$ cat config.mk
export PLATFORM = sky130hd
export DESIGN_NAME = signed_divider_flat
export DESIGN_NICKNAME = d
export VERILOG_FILES = /design/src/rtl/signed_divider_pkg.sv /design/src/rtl/signed_divider_if.sv /design/src/rtl/sd_twos_mag.sv /design/src/rtl/signed_divider.sv /design/src/flat_wrapper.sv
export SDC_FILE = /design/constraint.sdc
export NUM_CORES = 1
export LEC_CHECK = 0
export ABC_AREA = 1
export ABC_CLOCK_PERIOD_IN_PS = 2700
export BUFFER_PORTS_ARGS = -buffer_cell sky130_fd_sc_hd__clkbuf_2
export CORE_MARGIN = 2
export CORE_UTILIZATION = 60
export CTS_BUF_LIST = sky130_fd_sc_hd__clkbuf_4
export DETAILED_ROUTE_END_ITERATION = 10
export GPL_TIMING_DRIVEN = 0
export PLACE_DENSITY = 0.81
export SKIP_CTS_REPAIR_TIMING = 1
export SLEW_MARGIN = 40
export SYNTH_ARGS = -nofsm -noshare
export SYNTH_HDL_FRONTEND = slang
export SYNTH_HIERARCHICAL = 1
export SYNTH_SLANG_ARGS = --single-unit
$ cat constraint.sdc
create_clock -name sys_clk -period 2.7 [get_ports sys_clk]
set_clock_uncertainty 0.2 [all_clocks]
set_input_delay 0.54 -clock sys_clk [delete_from_list [all_inputs] [get_ports sys_clk]]
set_output_delay 0.54 -clock sys_clk [all_outputs]
set_load 0.01 [all_outputs]
$ cat src/rtl/signed_divider_pkg.sv
// Shared definitions for the signed divider.
// Holds the FSM state encoding and the default datapath width. The
// multiplier and the 7-segment display path use the same width constant.
package signed_divider_pkg;

    // Default operand/result width used across the arithmetic units
    localparam int SD_WIDTH = 8;

    // State encoding constants
    localparam logic [1:0] ST_IDLE = 2'd0;
    localparam logic [1:0] ST_CALC = 2'd1;
    localparam logic [1:0] ST_FIX  = 2'd2;

    typedef enum logic [1:0] {
        IDLE = ST_IDLE,
        CALC = ST_CALC,
        FIX  = ST_FIX
    } sd_state_e;

endpackage

$ cat src/rtl/signed_divider_if.sv
// Request/result bundle for the signed divider.
//   start, dividend, divisor              : requester -> divider
//   quotient, remainder, sign, busy, done,
//   div_by_zero, overflow                 : divider -> requester
// The master modport is used by the requester, the slave modport by the divider.
interface signed_divider_if
    import signed_divider_pkg::*;
#(
    parameter int WIDTH = SD_WIDTH
);
    logic             start;
    logic [WIDTH-1:0] dividend;
    logic [WIDTH-1:0] divisor;
    logic [WIDTH-1:0] quotient;
    logic [WIDTH-1:0] remainder;
    logic             sign;
    logic             busy;
    logic             done;
    logic             div_by_zero;
    logic             overflow;

    modport master (
        output start, dividend, divisor,
        input  quotient, remainder, sign, busy, done, div_by_zero, overflow
    );

    modport slave (
        input  start, dividend, divisor,
        output quotient, remainder, sign, busy, done, div_by_zero, overflow
    );
endinterface

$ cat src/rtl/sd_twos_mag.sv
// Combinational two's-complement magnitude/negate unit.
//   val_i : WIDTH-bit input value
//   neg_i : 1 = output the two's-complement negation of val_i
//   res_o : neg_i ? -val_i : val_i
// Used for taking operand magnitudes and for re-applying result signs.
module sd_twos_mag
    import signed_divider_pkg::*;
#(
    parameter int WIDTH = SD_WIDTH
) (
    input  logic [WIDTH-1:0] val_i,
    input  logic             neg_i,
    output logic [WIDTH-1:0] res_o
);
    localparam logic [WIDTH-1:0] ONE = {{(WIDTH-1){1'b0}}, 1'b1};

    // Conditional negation; -(-2^(WIDTH-1)) wraps to itself, which reads
    // correctly as the unsigned magnitude 2^(WIDTH-1).
    always_comb begin
        if (neg_i) begin
            res_o = ~val_i + ONE;
        end else begin
            res_o = val_i;
        end
    end
endmodule

$ cat src/rtl/signed_divider.sv
// Sequential signed divider (restoring division on magnitudes, one
// quotient bit per clock).
//   sys_clk : system clock, rising edge
//   rst     : asynchronous active-low reset
//   bus     : slave side of signed_divider_if (start/operands in,
//             quotient/remainder/sign/busy/done/div_by_zero/overflow out)
// Result latency is WIDTH+2 edges from the accepted start (2 for divide by 0).
module signed_divider
    import signed_divider_pkg::*;
#(
    parameter int WIDTH = SD_WIDTH,
    parameter int CNT_W = 4
) (
    input  logic              sys_clk,
    input  logic              rst,
    signed_divider_if.slave   bus
);
    localparam logic [CNT_W-1:0] CNT_ONE  = {{(CNT_W-1){1'b0}}, 1'b1};
    localparam logic [CNT_W-1:0] CNT_LOAD = CNT_W'(WIDTH);

    sd_state_e        state_q, state_d;
    logic [CNT_W-1:0] cnt_q, cnt_d;
    logic [WIDTH-1:0] a_q, a_d;      // dividend magnitude, becomes quotient magnitude
    logic [WIDTH-1:0] b_q, b_d;      // divisor magnitude
    logic [WIDTH-1:0] p_q, p_d;      // partial remainder
    logic             q_neg_q, q_neg_d;
    logic             r_neg_q, r_neg_d;
    logic             busy_q, busy_d;
    logic             done_q, done_d;
    logic             dz_q, dz_d;
    logic             ov_q, ov_d;
    logic             sign_q, sign_d;
    logic [WIDTH-1:0] quot_q, quot_d;
    logic [WIDTH-1:0] rem_q, rem_d;

    logic [WIDTH-1:0] dvd_mag_s, dvs_mag_s;
    logic [WIDTH-1:0] q_src_s, r_src_s, q_fix_s, r_fix_s;
    logic [WIDTH:0]   shifted_s, trial_s;
    logic             dz_s;

    sd_twos_mag #(.WIDTH(WIDTH)) u_dvd_mag (.val_i(bus.dividend), .neg_i(bus.dividend[WIDTH-1]), .res_o(dvd_mag_s));
    sd_twos_mag #(.WIDTH(WIDTH)) u_dvs_mag (.val_i(bus.divisor),  .neg_i(bus.divisor[WIDTH-1]),  .res_o(dvs_mag_s));
    sd_twos_mag #(.WIDTH(WIDTH)) u_q_fix   (.val_i(q_src_s), .neg_i(q_neg_q), .res_o(q_fix_s));
    sd_twos_mag #(.WIDTH(WIDTH)) u_r_fix   (.val_i(r_src_s), .neg_i(r_neg_q), .res_o(r_fix_s));

    // Datapath helpers: WIDTH+1-bit trial subtraction and divide-by-zero source muxing.
    // The partial remainder is always below the divisor magnitude, so the
    // shifted value fits in WIDTH+1 bits and the MSB of the difference is its sign.
    always_comb begin
        shifted_s = {p_q, a_q[WIDTH-1]};
        trial_s   = shifted_s - {1'b0, b_q};
        dz_s      = (b_q == '0);
        if (dz_s) begin
            q_src_s = '0;
            r_src_s = a_q;           // remainder = dividend when dividing by zero
        end else begin
            q_src_s = a_q;
            r_src_s = p_q;
        end
    end

    // Next-state and output-register logic of the divider FSM.
    always_comb begin
        state_d = state_q;
        cnt_d   = cnt_q;
        a_d     = a_q;
        b_d     = b_q;
        p_d     = p_q;
        q_neg_d = q_neg_q;
        r_neg_d = r_neg_q;
        busy_d  = busy_q;
        done_d  = 1'b0;
        dz_d    = dz_q;
        ov_d    = ov_q;
        sign_d  = sign_q;
        quot_d  = quot_q;
        rem_d   = rem_q;
        case (state_q)
            IDLE: begin
                if (bus.start) begin
                    a_d     = dvd_mag_s;
                    b_d     = dvs_mag_s;
                    q_neg_d = bus.dividend[WIDTH-1] ^ bus.divisor[WIDTH-1];
                    r_neg_d = bus.dividend[WIDTH-1];
                    p_d     = '0;
                    cnt_d   = CNT_LOAD;
                    busy_d  = 1'b1;
                    dz_d    = 1'b0;
                    ov_d    = 1'b0;
                    if (bus.divisor == '0) begin
                        state_d = FIX;
                    end else begin
                        state_d = CALC;
                    end
                end else begin
                    state_d = IDLE;
                end
            end
            CALC: begin
                a_d   = {a_q[WIDTH-2:0], ~trial_s[WIDTH]};
                cnt_d = cnt_q - CNT_ONE;
                if (trial_s[WIDTH]) begin
                    p_d = shifted_s[WIDTH-1:0];      // restore
                end else begin
                    p_d = trial_s[WIDTH-1:0];
                end
                if (cnt_q == CNT_ONE) begin
                    state_d = FIX;
                end else begin
                    state_d = CALC;
                end
            end
            FIX: begin
                quot_d  = q_fix_s;
                rem_d   = r_fix_s;
                // A zero quotient is never reported as negative.
                sign_d  = q_neg_q & (|q_src_s);
                dz_d    = dz_s;
                // Magnitude 2^(WIDTH-1) with positive sign only arises from MIN / -1.
                ov_d    = ~dz_s & a_q[WIDTH-1] & ~q_neg_q;
                done_d  = 1'b1;
                busy_d  = 1'b0;
                state_d = IDLE;
            end
            default: begin
                state_d = IDLE;
                busy_d  = 1'b0;
            end
        endcase
    end

    // State and output registers with asynchronous active-low reset.
    always_ff @(posedge sys_clk or negedge rst) begin
        if (!rst) begin
            state_q <= IDLE;
            cnt_q   <= '0;
            a_q     <= '0;
            b_q     <= '0;
            p_q     <= '0;
            q_neg_q <= 1'b0;
            r_neg_q <= 1'b0;
            busy_q  <= 1'b0;
            done_q  <= 1'b0;
            dz_q    <= 1'b0;
            ov_q    <= 1'b0;
            sign_q  <= 1'b0;
            quot_q  <= '0;
            rem_q   <= '0;
        end else begin
            state_q <= state_d;
            cnt_q   <= cnt_d;
            a_q     <= a_d;
            b_q     <= b_d;
            p_q     <= p_d;
            q_neg_q <= q_neg_d;
            r_neg_q <= r_neg_d;
            busy_q  <= busy_d;
            done_q  <= done_d;
            dz_q    <= dz_d;
            ov_q    <= ov_d;
            sign_q  <= sign_d;
            quot_q  <= quot_d;
            rem_q   <= rem_d;
        end
    end

    assign bus.quotient    = quot_q;
    assign bus.remainder   = rem_q;
    assign bus.sign        = sign_q;
    assign bus.busy        = busy_q;
    assign bus.done        = done_q;
    assign bus.div_by_zero = dz_q;
    assign bus.overflow    = ov_q;
endmodule

$ cat src/flat_wrapper.sv
// flat-port wrapper written by rule: the top's interface ports become plain ports
module signed_divider_flat import signed_divider_pkg::*;
#(
    parameter int WIDTH = SD_WIDTH,
    parameter int CNT_W = 4
)
  (sys_clk, rst, bus_start, bus_dividend, bus_divisor, bus_quotient, bus_remainder, bus_sign, bus_busy, bus_done, bus_div_by_zero, bus_overflow);
  signed_divider_if #(.WIDTH(WIDTH)) bus_i ();
  input  logic sys_clk;
  input  logic rst;
  input wire logic [$bits(bus_i.start)-1:0] bus_start;
  input wire logic [$bits(bus_i.dividend)-1:0] bus_dividend;
  input wire logic [$bits(bus_i.divisor)-1:0] bus_divisor;
  output wire logic [$bits(bus_i.quotient)-1:0] bus_quotient;
  output wire logic [$bits(bus_i.remainder)-1:0] bus_remainder;
  output wire logic [$bits(bus_i.sign)-1:0] bus_sign;
  output wire logic [$bits(bus_i.busy)-1:0] bus_busy;
  output wire logic [$bits(bus_i.done)-1:0] bus_done;
  output wire logic [$bits(bus_i.div_by_zero)-1:0] bus_div_by_zero;
  output wire logic [$bits(bus_i.overflow)-1:0] bus_overflow;
  assign bus_i.start = bus_start;
  assign bus_i.dividend = bus_dividend;
  assign bus_i.divisor = bus_divisor;
  assign bus_quotient = bus_i.quotient;
  assign bus_remainder = bus_i.remainder;
  assign bus_sign = bus_i.sign;
  assign bus_busy = bus_i.busy;
  assign bus_done = bus_i.done;
  assign bus_div_by_zero = bus_i.div_by_zero;
  assign bus_overflow = bus_i.overflow;
  signed_divider #(.WIDTH(WIDTH), .CNT_W(CNT_W)) u_core (.sys_clk(sys_clk), .rst(rst), .bus(bus_i));
endmodule
==> Word level (Yosys, flattened, before mapping) <==
Cells that the tools add are included.
W data, S select, Z words.
{ "word_totals": {"elab_cells": 69, "inputBits": 19, "ff_bits": 53, "out_inout_bits": 21} }
{ "classes": {"addsub": 6, "n_reduce_logical": 10, "mux": 23, "bitwise": 12, "eq_ne": 4} }
{ "ops": {"columns": ["operator", "n"], "rows": [
  ["$mux W8", 9],
  ["$add A8 B1 Y8 const B", 4],
  ["$not A8 Y8", 4],
  ["$pmux W8 S2", 2],
  ["$logic_not A8 Y1", 2],
  ["$sub A9 B8 Y9", 1],
  ["$pmux W4 S2", 1],
  ["$reduce_and A2 Y1", 4],
  ["$reduce_or A8 Y1", 1],
  ["$mux W2", 3],
  ["$pmux W1 S2", 3],
  ["$eq A4 B1 Y1 const B", 1],
  ["$mux W4", 1],
  ["$not A1 Y1", 4],
  ["$pmux W2 S2", 1],
  ["$reduce_bool A2 Y1", 2],
  ["$sub A4 B1 Y4 const B", 1],
  ["$and A1 B1 Y1", 3],
  ["$mux W1", 3],
  ["$eq A2 B1 Y1 const B", 1],
  ["$eq A2 B2 Y1 const B", 1],
  ["$logic_not A2 Y1", 1],
  ["$ne A2 B2 Y1 const B", 1],
  ["$xor A1 B1 Y1", 1]
]} }

==> Longest topological paths before layout <==
Gate-level depths: netlist of run 1.
{ "depth": {"depth_word": 5, "mapped_depth": 14, "ltp_nobuf": 14} }

==> By module <==
Netlist of run 1, hierarchy kept.
{ "modules_own_cells": {"columns": ["mod", "n_inst", "seq_area_each_um2", "cells_each", "area_each_um2"], "rows": [
  ["signed_divider", 1, 1326.3, 367, 2877.8],
  ["sd_twos_mag", 4, 0.0, 39, 195.2]
]} }

==> Worst setup path before layout of run 1 <==
No wires, ideal clock.
{ "synth_path": {"path_kind": "reg-to-reg", "startpoint": "register u_core.b_q[1]", "endpoint": "register u_core.rem_q[2] (netlist: u_core/bus.remainder[2])", "n_path_buf": 1, "stages_incl_launch_ff": 15, "setup_slack_ns": 0.607, "required_ns": 2.383, "arrival_ns": 1.776, "synth_period_minus_slack_ns": 2.093, "setup_time_ns": 0.117, "cell_sequence": "dfrtp_1 > inv_1 > nand4_1 > nor2_2 > buf_2 > nand2_1 > o21ai_0 > inv_1 > ha_1 > inv_1 > nand2_1 > xor2_1 > inv_1 > nand2_1 > nand2_1"} }
{ "synth_via": {"elab_chain_len": 5} }
{ "synth_rtl": {"columns": ["element", "line_no", "source"], "rows": [
  ["start, declared", "signed_divider.sv:24", "logic [WIDTH-1:0] b_q, b_d;"],
  ["start signal, assigned", "signed_divider.sv:138", "b_q <= '0;"],
  ["start signal, assigned", "signed_divider.sv:153", "b_q <= b_d;"],
  ["$logic_not A8 Y1", "signed_divider.sv:52", "dz_s = (b_q == '0);"],
  ["$mux W8", "signed_divider.sv:53", "if (dz_s) begin"],
  ["net u_core.r_src_s[0]", "signed_divider.sv:37", "logic [WIDTH-1:0] q_src_s, r_src_s, q_fix_s, r_fix_s;"],
  ["$not A8 Y8", "sd_twos_mag.sv:21", "res_o = ~val_i + ONE;"],
  ["$add A8 B1 Y8", "sd_twos_mag.sv:21", null],
  ["$mux W8", "sd_twos_mag.sv:20", "if (neg_i) begin"],
  ["net u_core.r_fix_s[2]", "signed_divider.sv:37", null],
  ["end signal, assigned", "signed_divider.sv:163", "rem_q <= rem_d;"],
  ["end, declared", "signed_divider.sv:34", "logic [WIDTH-1:0] rem_q, rem_d;"]
]} }
The timed path passes the listed nets, and every way through them passes these cells.
A chain may end at the register's enable or synchronous reset.

==> Final worst setup path of run 1 <==
Ends and elaborated chain as after synthesis.

==> impl_results.rst, run 1 <==
.. list-table::
   :header-rows: 1

   * - Metric
     - Value
   * - Most used cells in the layout excluding fill and tap cells
     - sky130_fd_sc_hd__nand2_1 (201), sky130_fd_sc_hd__inv_1 (63), sky130_fd_sc_hd__dfrtp_1 (53), sky130_fd_sc_hd__clkbuf_2 (38), sky130_fd_sc_hd__nand3_1 (34)
   * - Leakage dissipation
     - about 2.2 nW
   * - Area growth from synthesis to layout
     - 9.576%
   * - Final Power
     - about 5.0 mW
   * - Least-Margin Pin Slew
     - 0.7069 ns
   * - Pin count of the biggest net entering global routing
     - 54
   * - Placed cell areas
     - about 4000 um^2
   * - Number of levels in the clock H-tree
     - 2
   * - Per-instance average area after synthesis
     - 6.995 um^2
   * - Synthesis Warnings
     - 6
   * - Cell area after synthesis
     - about 3700 um^2
   * - Number of design rule violations left after detail routing
     - 0
   * - Number of antenna violations at the first check in global routing
     - 0
   * - Core Footprint
     - between 5000 and 6000 um^2
   * - WL/cell
     - 12.01 um
   * - Async set or reset register ratio after synthesis
     - 1.000
   * - Die Ht
     - between 80 and 90 um
   * - Slew HR
     - 0.5287
   * - Buffers and inverters on the worst path
     - 5
   * - Count of port buffers added during placement
     - 39
   * - Worst path cell trace
     - inv_1, nand4_1, nor2_4, buf_2, nand2_1, o21ai_0, inv_1, ha_1, inv_1, nand2_1, xor2_1, inv_1, nand2_1, nand2_1
   * - Result of the run
     - complete, no violations
   * - Layout Nets
     - ~600
   * - GRT Util Overall
     - 0.2516
   * - Total number of vias
     - 3342
   * - Iter 0 DRT Violations
     - between 200 and 250
   * - Maximum number of buffers from clock root to sink
     - 2
   * - Clock-pin slew reported for the worst setup and hold paths after clock tree synthesis
     - about 0.14 ns
   * - Horizontal extent of the die
     - approximately 82 um
   * - Count of nets left with antenna violations after detail routing
     - 0
   * - Syn nets
     - around 560
   * - Cells after synthesis
     - around 520
   * - Maximum fanout along the worst path
     - 10
   * - Main area contributors after synthesis
     - sky130_fd_sc_hd__dfrtp_1 (36%), sky130_fd_sc_hd__nand2_1 (21%), sky130_fd_sc_hd__inv_1 (6.5%)
   * - Worst setup EP type
     - flip-flop
   * - Cell area after layout
     - approximately 4000 um^2
   * - Worst min-delay path class
     - input pin to async pin
   * - Fraction of the core area covered by cells at the end of the flow
     - 0.6771
   * - Number of synthesized flops with an enable pin
     - 0
   * - Total power per unit cell area
     - 1253 nW/um^2
   * - Final period utilization
     - 0.9004
   * - Master cell of the clock root buffer
     - sky130_fd_sc_hd__clkbuf_4
   * - Crit path max-delay cell type
     - sky130_fd_sc_hd__dfrtp_1
   * - WP data required
     - 2.81 ns
   * - CTS buffer count
     - 5
   * - Die outline area
     - 6738 um^2
   * - Number of max-capacitance violations reported
     - 0
   * - FF+latch count, synth
     - between 50 and 60
   * - Fin crit period
     - approximately 2.4 ns
   * - # diodes
     - 0
   * - Flip-flop cell with the highest count after synthesis
     - sky130_fd_sc_hd__dfrtp_1
   * - Path type of the worst setup path
     - flip-flop to flip-flop
   * - Most area-hungry cell type in the Yosys netlist
     - sky130_fd_sc_hd__dfrtp_1
   * - Max-slew violation total from the final report
     - 0
   * - # setup viols final
     - 0
   * - Commonest non-fill, non-tap cell in the layout
     - sky130_fd_sc_hd__nand2_1
   * - Total wire length after detailed routing
     - slightly below 8000 um
   * - Peak Freq
     - ~400 MHz
   * - Initial cell density of the core
     - 0.6179
   * - Number of search-and-repair iterations in the first detailed-routing pass
     - 5
   * - Number of distinct standard cells referenced by the synthesized netlist
     - 36
   * - Fraction of final layout cells sized beyond drive strength 1
     - 0.1529
   * - Global placement routability congestion
     - 0.8621
   * - TritonCTS clock tree
     - built
   * - Cell row count
     - 28
   * - Sequential cell area fraction in the yosys report
     - 0.3625
   * - Vias in the first global route
     - slightly above 3000
   * - Worst path top cell family by delay
     - buffers and inverters
   * - Startpoint type of the worst setup path
     - flip-flop
   * - Total congestion overflow
     - 0
   * - Summed negative setup slack over all endpoints
     - 0 ns
   * - Synth top area share
     - 0.3625
   * - Post-DP HPWL
     - 6141 um
   * - Top-level I/O count
     - 40
   * - First-pass GRT wire length
     - about 13000 um
   * - Max VDD drop
     - roughly 550 uV
   * - Hold Fails Final Rpt
     - 0
   * - Critical Path Max Stage Delay
     - around 0.38 ns
   * - Via count normalized by instance count
     - around 5.2
   * - Number of clock sinks
     - 53
   * - WP data arrival
     - between 2 and 3 ns
   * - Worst-Skew Late Latency
     - ~0.38 ns
   * - Unrepaired setup endpoints after global routing
     - no
[flip-flops by register name, indices dropped and copies added (netlist names)]
register,count
u_core/r_neg_q,1
u_core/state_q,2
u_core/b_q,8
u_core/cnt_q,4
u_core/bus.overflow,1
u_core/bus.div_by_zero,1
u_core/bus.done,1
u_core/bus.sign,1
u_core/bus.remainder,8
u_core/bus.busy,1
u_core/bus.quotient,8
u_core/q_neg_q,1
u_core/a_q,8
u_core/p_q,8
[report_power, final]
| group | leakage, nW | total [mW] | switching (mW) | internal [mW] |
|---|---|---|---|---|
| Clock | 0.0317 | 0.343 | 0.234 | 0.110 |
| Sequential | 0.668 | 1.38 | 0.233 | 1.15 |
| Combinational | 1.52 | 3.30 | 2.05 | 1.25 |
[layout make-up]
| type | instances | area [um^2] |
|---|---|---|
| multi-input cells | 385 | 1962 |
| fillers | 547 | 1912 |
| flip-flops and latches | 53 | 1326 |
| inverters | 67 | 251.5 |
| repair buffers | 39 | 197.7 |
| plain buffers | 18 | 123.9 |
| well taps | 75 | 93.84 |
| clock buffers | 6 | 45.04 |
| clock inverters | 1 | 8.758 |
[Yosys cell counts (2+ instances only)]
| cell type | count |
|---|---|
| sky130_fd_sc_hd__a21oi_1 | 9 |
| sky130_fd_sc_hd__a22oi_1 | 6 |
| sky130_fd_sc_hd__buf_2 | 4 |
| sky130_fd_sc_hd__buf_4 | 9 |
| sky130_fd_sc_hd__clkbuf_1 | 3 |
| sky130_fd_sc_hd__dfrtp_1 | 53 |
| sky130_fd_sc_hd__ha_1 | 14 |
| sky130_fd_sc_hd__inv_1 | 63 |
| sky130_fd_sc_hd__inv_2 | 4 |
| sky130_fd_sc_hd__nand2_1 | 201 |
| sky130_fd_sc_hd__nand2_2 | 8 |
| sky130_fd_sc_hd__nand3_1 | 34 |
| sky130_fd_sc_hd__nand3b_1 | 10 |
| sky130_fd_sc_hd__nor2_1 | 32 |
| sky130_fd_sc_hd__nor2_2 | 6 |
| sky130_fd_sc_hd__nor2_4 | 2 |
| sky130_fd_sc_hd__nor4_1 | 2 |
| sky130_fd_sc_hd__o21ai_0 | 23 |
| sky130_fd_sc_hd__o21ai_1 | 9 |
| sky130_fd_sc_hd__xnor2_1 | 12 |
| sky130_fd_sc_hd__xor2_1 | 4 |
[cells by family (layout without fill, tap and decap cells)]
logic type	after synthesis	after routing	synth area share
adders and majority gates	15	15	0.05335
and+or+nand+nor	302	302	0.3608
DFF	53	53	0.3625
xor gates and xnor gates	16	16	0.03830
buffers and inverters	85	131	0.1026
AOI/OAI and AO/OA	52	52	0.08242
[worst paths after layout]
check | start | to | slack [ns] | depth (start not counted)
setup / recovery | u_core/b_q[1]$_DFFE_PN0P_ | u_core/bus.remainder[2]$_DFFE_PN0P_ | 0.27 | 14
hold / removal | rst | u_core/bus.remainder[5]$_DFFE_PN0P_ | 0.03 | 1
setup reg to reg | u_core/b_q[1]$_DFFE_PN0P_ | u_core/bus.remainder[2]$_DFFE_PN0P_ | 0.27 | 14
hold reg to reg | u_core/bus.quotient[1]$_DFFE_PN0P_ | u_core/bus.quotient[1]$_DFFE_PN0P_ | 0.29 | 2
max in group asynchronous | rst | u_core/p_q[3]$_DFFE_PN0P_ | 1.81 | 1
min in group sys_clk | bus_dividend[7] | u_core/r_neg_q$_DFFE_PN0P_ | 0.24 | 3
[routing by layer]
| layer | track usage | share of wire | vias up |
|---|---|---|---|
| met5 | 0 | 0 | - |
| met4 | 0.06000 | 0.0088 | 0 |
| met3 | 0.04396 | 0.042 | 8 |
| met2 | 0.4398 | 0.48 | 89 |
| met1 | 0.3229 | 0.47 | 1517 |
| li1 | - | - | 1728 |
[per-stage QoR]
stage          hold slack [ns]  worst slack (ns)  std cells
2_1_floorplan          0.04441            0.6070        523
3_3_place_gp            0.2540            0.3089        637
3_5_place_dp            0.2582            0.2652        637
4_1_cts                0.04655            0.2366        644
5_1_grt                0.07815           0.07969        644
6_report               0.02849            0.2688        644
(Power assumes the default switching activity.)
==> inputs of run 2 (changes only) <==
Settings changed: ABC_AREA 1 to 0, CORE_MARGIN 2 to 10, PLACE_DENSITY 0.81 to 0.82, SKIP_LAST_GASP from default to 1.
==> run 2 against run 1 <==
Compared with the run above:
- setup slack got worse by 0.26 ns
- area after synthesis down 5.2%
- wire length increased by 1.9%
- sequential share of layout area increased by 0.29 points
- cell area fell by 0.78%
- die area grew 37%
- register-to-register slack lost 0.26 ns
- global-route usage shrank 7.9 points
- synthesized cell count shrank 26%
- total power is 4.8% higher
- critical path depth down 3
- flip-flop and latch count unchanged
==> impl_results.rst, run 2 <==
.. list-table::
   :header-rows: 1

   * - Metric
     - Value
   * - Result of the run
     - complete, no violations
   * - Die outline area
     - 9225 um^2 (+37%)
   * - Number of distinct standard cells referenced by the synthesized netlist
     - 44 (+22%)
   * - Number of levels in the clock H-tree
     - 2 (unchanged)
   * - Pin count of the biggest net entering global routing
     - 54 (unchanged)
   * - Per-instance average area after synthesis
     - 8.942 um^2 (+28%)
   * - WP data arrival
     - 2.78 ns (+0.24 ns)
   * - Count of nets left with antenna violations after detail routing
     - 0 (unchanged)
   * - Total power per unit cell area
     - 1324 nW/um^2 (+5.6%)
   * - WP data required
     - 2.78 ns (-0.03 ns)
   * - Post-DP HPWL
     - 5843 um (-4.9%)
   * - First-pass GRT wire length
     - 13010 um (-1.5%)
   * - Number of max-capacitance violations reported
     - 0 (unchanged)
   * - Die Ht
     - 96.05 um (+17%)
   * - WL/cell
     - 15.34 um (+28%)
   * - Clock-pin slew reported for the worst setup and hold paths after clock tree synthesis
     - 0.16 ns (+0.02 ns)
   * - Count of port buffers added during placement
     - 39 (unchanged)
   * - Worst setup EP type
     - flip-flop
   * - Area growth from synthesis to layout
     - 14.64%
   * - Slew HR
     - 0.5258 (-0.002954)
   * - Peak Freq
     - 371.3 MHz (-9.7%)
   * - Number of cells on the worst reg-to-reg path
     - 11 (-3)
   * - Number of antenna violations at the first check in global routing
     - 0 (unchanged)
   * - Number of clock sinks
     - 53 (unchanged)
   * - Unrepaired setup endpoints after global routing
     - yes
   * - Iter 0 DRT Violations
     - 142 (-37%)
   * - Path type of the worst setup path
     - flip-flop to flip-flop
   * - Crit path max-delay cell type
     - sky130_fd_sc_hd__dfrtp_1
   * - Worst path cell trace
     - inv_2, ha_4, inv_2, fa_2, a211oi_2, nor3_2, nor4_1, a211o_1, buf_4, nor2_1, o31ai_2
   * - Number of design rule violations left after detail routing
     - 0 (unchanged)
   * - Commonest non-fill, non-tap cell in the layout
     - sky130_fd_sc_hd__nand2_1
   * - Least-Margin Pin Slew
     - 0.7114 ns (+0.004431 ns)
   * - Main area contributors after synthesis
     - sky130_fd_sc_hd__dfrtp_1 (38%), sky130_fd_sc_hd__nand2_1 (9.2%), sky130_fd_sc_hd__xnor2_1 (7.1%)
   * - Launch point of the worst path
     - u_core/a_q[7]$_DFFE_PN0P_
   * - Number of synthesized flops with an enable pin
     - 0 (unchanged)
   * - Global placement routability congestion
     - 0.8708 (+1.0%)
   * - Initial cell density of the core
     - 0.6224 (+0.004526)
   * - Critical Path Max Stage Delay
     - 0.45 ns (+0.07 ns)
   * - Logic depth of the worst setup path including buffers
     - 11 (-3)
   * - Maximum fanout along the worst path
     - 5 (-5)
   * - # diodes
     - 0 (unchanged)
   * - Summed negative setup slack over all endpoints
     - 0 ns (unchanged)
   * - Total number of vias
     - 2856 (-15%)
   * - Buffers and inverters on the worst path
     - 3 (-2)
   * - FF/Latch Area
     - 1328 um^2 (about the same)
   * - Worst min-delay path class
     - input pin to async pin
   * - Cell mode on critical path
     - sky130_fd_sc_hd__inv_2
   * - Via count normalized by instance count
     - 5.556 (+7.1%)
   * - Number of search-and-repair iterations in the first detailed-routing pass
     - 4 (-1)
   * - Final period utilization
     - 0.9974 (+0.09695)
   * - Syn nets
     - 422 (-24%)
   * - Layout Nets
     - 475 (-21%)
   * - Sequential cell area fraction in the yosys report
     - 0.3823 (+0.01974)
   * - Horizontal extent of the die
     - 96.05 um (+17%)
   * - Leakage dissipation
     - 1.850 nW (-17%)
   * - Synth top cells by count
     - sky130_fd_sc_hd__nand2_1 (85), sky130_fd_sc_hd__dfrtp_1 (53), sky130_fd_sc_hd__o21ai_0 (38), sky130_fd_sc_hd__xnor2_1 (28), sky130_fd_sc_hd__inv_1 (21)
   * - Vias in the first global route
     - 2827 (-6.7%)
   * - Total wire length after detailed routing
     - 7883 um (+1.9%)
   * - Worst-Skew Late Latency
     - 0.38 ns (about the same)
   * - Master cell of the clock root buffer
     - sky130_fd_sc_hd__clkbuf_4
   * - GRT Util Overall
     - 0.1726 (-0.07901)
   * - CTS buffer count
     - 5 (unchanged)
   * - Final Power
     - 5.266 mW (+4.8%)
   * - Top-count cell post-synth
     - sky130_fd_sc_hd__nand2_1
   * - Worst reg2reg endpoint
     - u_core/p_q[7]$_DFFE_PN0P_
   * - Fraction of final layout cells sized beyond drive strength 1
     - 0.2240 (+0.07108)
   * - Core Footprint
     - 5574 um^2 (-5.9%)
   * - Hold Fails Final Rpt
     - 0 (unchanged)
   * - Fin crit period
     - 2.693 ns (+0.2618 ns)
   * - Async set or reset register ratio after synthesis
     - 1.000 (unchanged)
   * - TritonCTS clock tree
     - built
   * - Slack of the worst reg-to-reg path
     - 0.007 ns (-0.26 ns)
   * - Area of combinational cells with multiple inputs
     - 2032 um^2 (+3.6%)
   * - Startpoint type of the worst setup path
     - flip-flop
   * - Cell area after synthesis
     - 3470 um^2 (-5.2%)
   * - Total congestion overflow
     - 0 (unchanged)
   * - Cells after synthesis
     - 388 (-26%)
   * - Cell row count
     - 27 (-3.6%)
   * - Flip-flop cell with the highest count after synthesis
     - sky130_fd_sc_hd__dfrtp_1
   * - Crit path to
     - u_core/p_q[7]$_DFFE_PN0P_
   * - # setup viols final
     - 0 (unchanged)
   * - Top-level I/O count
     - 40 (unchanged)
   * - Most used cells in the layout excluding fill and tap cells
     - sky130_fd_sc_hd__nand2_1 (84), sky130_fd_sc_hd__dfrtp_1 (52), sky130_fd_sc_hd__clkbuf_2 (38), sky130_fd_sc_hd__o21ai_0 (35), sky130_fd_sc_hd__xnor2_1 (28)
   * - Most area-hungry cell type in the Yosys netlist
     - sky130_fd_sc_hd__dfrtp_1
   * - Synthesis Warnings
     - 6 (unchanged)
   * - FF+latch count, synth
     - 53 (unchanged)
   * - Worst path top cell family by delay
     - compound AO/OA/AOI/OAI gates
   * - Maximum number of buffers from clock root to sink
     - 2 (unchanged)
   * - Synth top area share
     - 0.3823 (+0.01974)
   * - Max VDD drop
     - 632.7 uV (+15%)
   * - Layout filler cell count
     - 427 (-22%)
   * - Max-slew violation total from the final report
     - 0 (unchanged)
   * - RR Startpoint
     - u_core/a_q[7]$_DFFE_PN0P_
==> run 2: cell families (layout without fill, tap and decap cells) <==
kind of cell    Yosys count  after routing  synth area share
compound gates           88             88            0.1760
xor+xnor                 30             30           0.07573
fa+ha+maj                15             15           0.05626
buf+inv                  40             94           0.05012
flops                    53             53            0.3823
mux                      16             16           0.04941
simple gates            146            146            0.2102
==> run 2: per-layer routing <==
metal | up-vias | track usage | wire (um)
met5 | - | 0 | 0
met1 | 1331 | 0.2168 | 3487
met4 | 0 | 0.06143 | 140
met2 | 78 | 0.2859 | 3866
met3 | 18 | 0.03658 | 388
li1 | 1429 | - | -
==> run 2: worst min path at each step <==
stage                                        startpoint                             endpoint  slack [ns]  depth (start not counted)
floorplan                                           rst            u_core/a_q[0]$_DFFE_PN0P_        0.04                          0
global placement     u_core/bus.quotient[7]$_DFFE_PN0P_   u_core/bus.quotient[7]$_DFFE_PN0P_        0.26                          2
detailed placement  u_core/bus.remainder[7]$_DFFE_PN0P_  u_core/bus.remainder[7]$_DFFE_PN0P_        0.26                          2
CTS                                                 rst   u_core/bus.quotient[4]$_DFFE_PN0P_        0.03                          1
global route                                        rst            u_core/b_q[7]$_DFFE_PN0P_        0.05                          1
finish                                              rst            u_core/b_q[7]$_DFFE_PN0P_        0.02                          1
==> run 2: cell type report <==
class,instances,share of cell area
tap,72,0.02265
timing repair buffer,46,0.06291
sequential,53,0.3338
buffer,18,0.02328
inverter,22,0.02076
clock inverter,3,0.01636
clock buffer,5,0.009437
multi-input combinational,295,0.5109
==> run 2: per-stage QoR <==
stage,hold WS [ns],util,worst slack (ns),cells,cell area (um^2)
detailed placement,0.2615,0.6741,-0.1749,499,3757
global route,0.05266,0.7136,-0.1003,514,3978
floorplan,0.04441,-,0.1696,388,3470
finish,0.01698,0.7136,0.007085,514,3978
global placement,0.2571,0.6736,-0.09845,499,3755
CTS,0.03388,0.6925,-0.2434,507,3860
==> run 2: report_power, final <==
part	switching (mW)	internal, mW	total [mW]
clock network	0.254	0.287	0.541
logic	1.67	1.51	3.17
registers	0.400	1.15	1.55
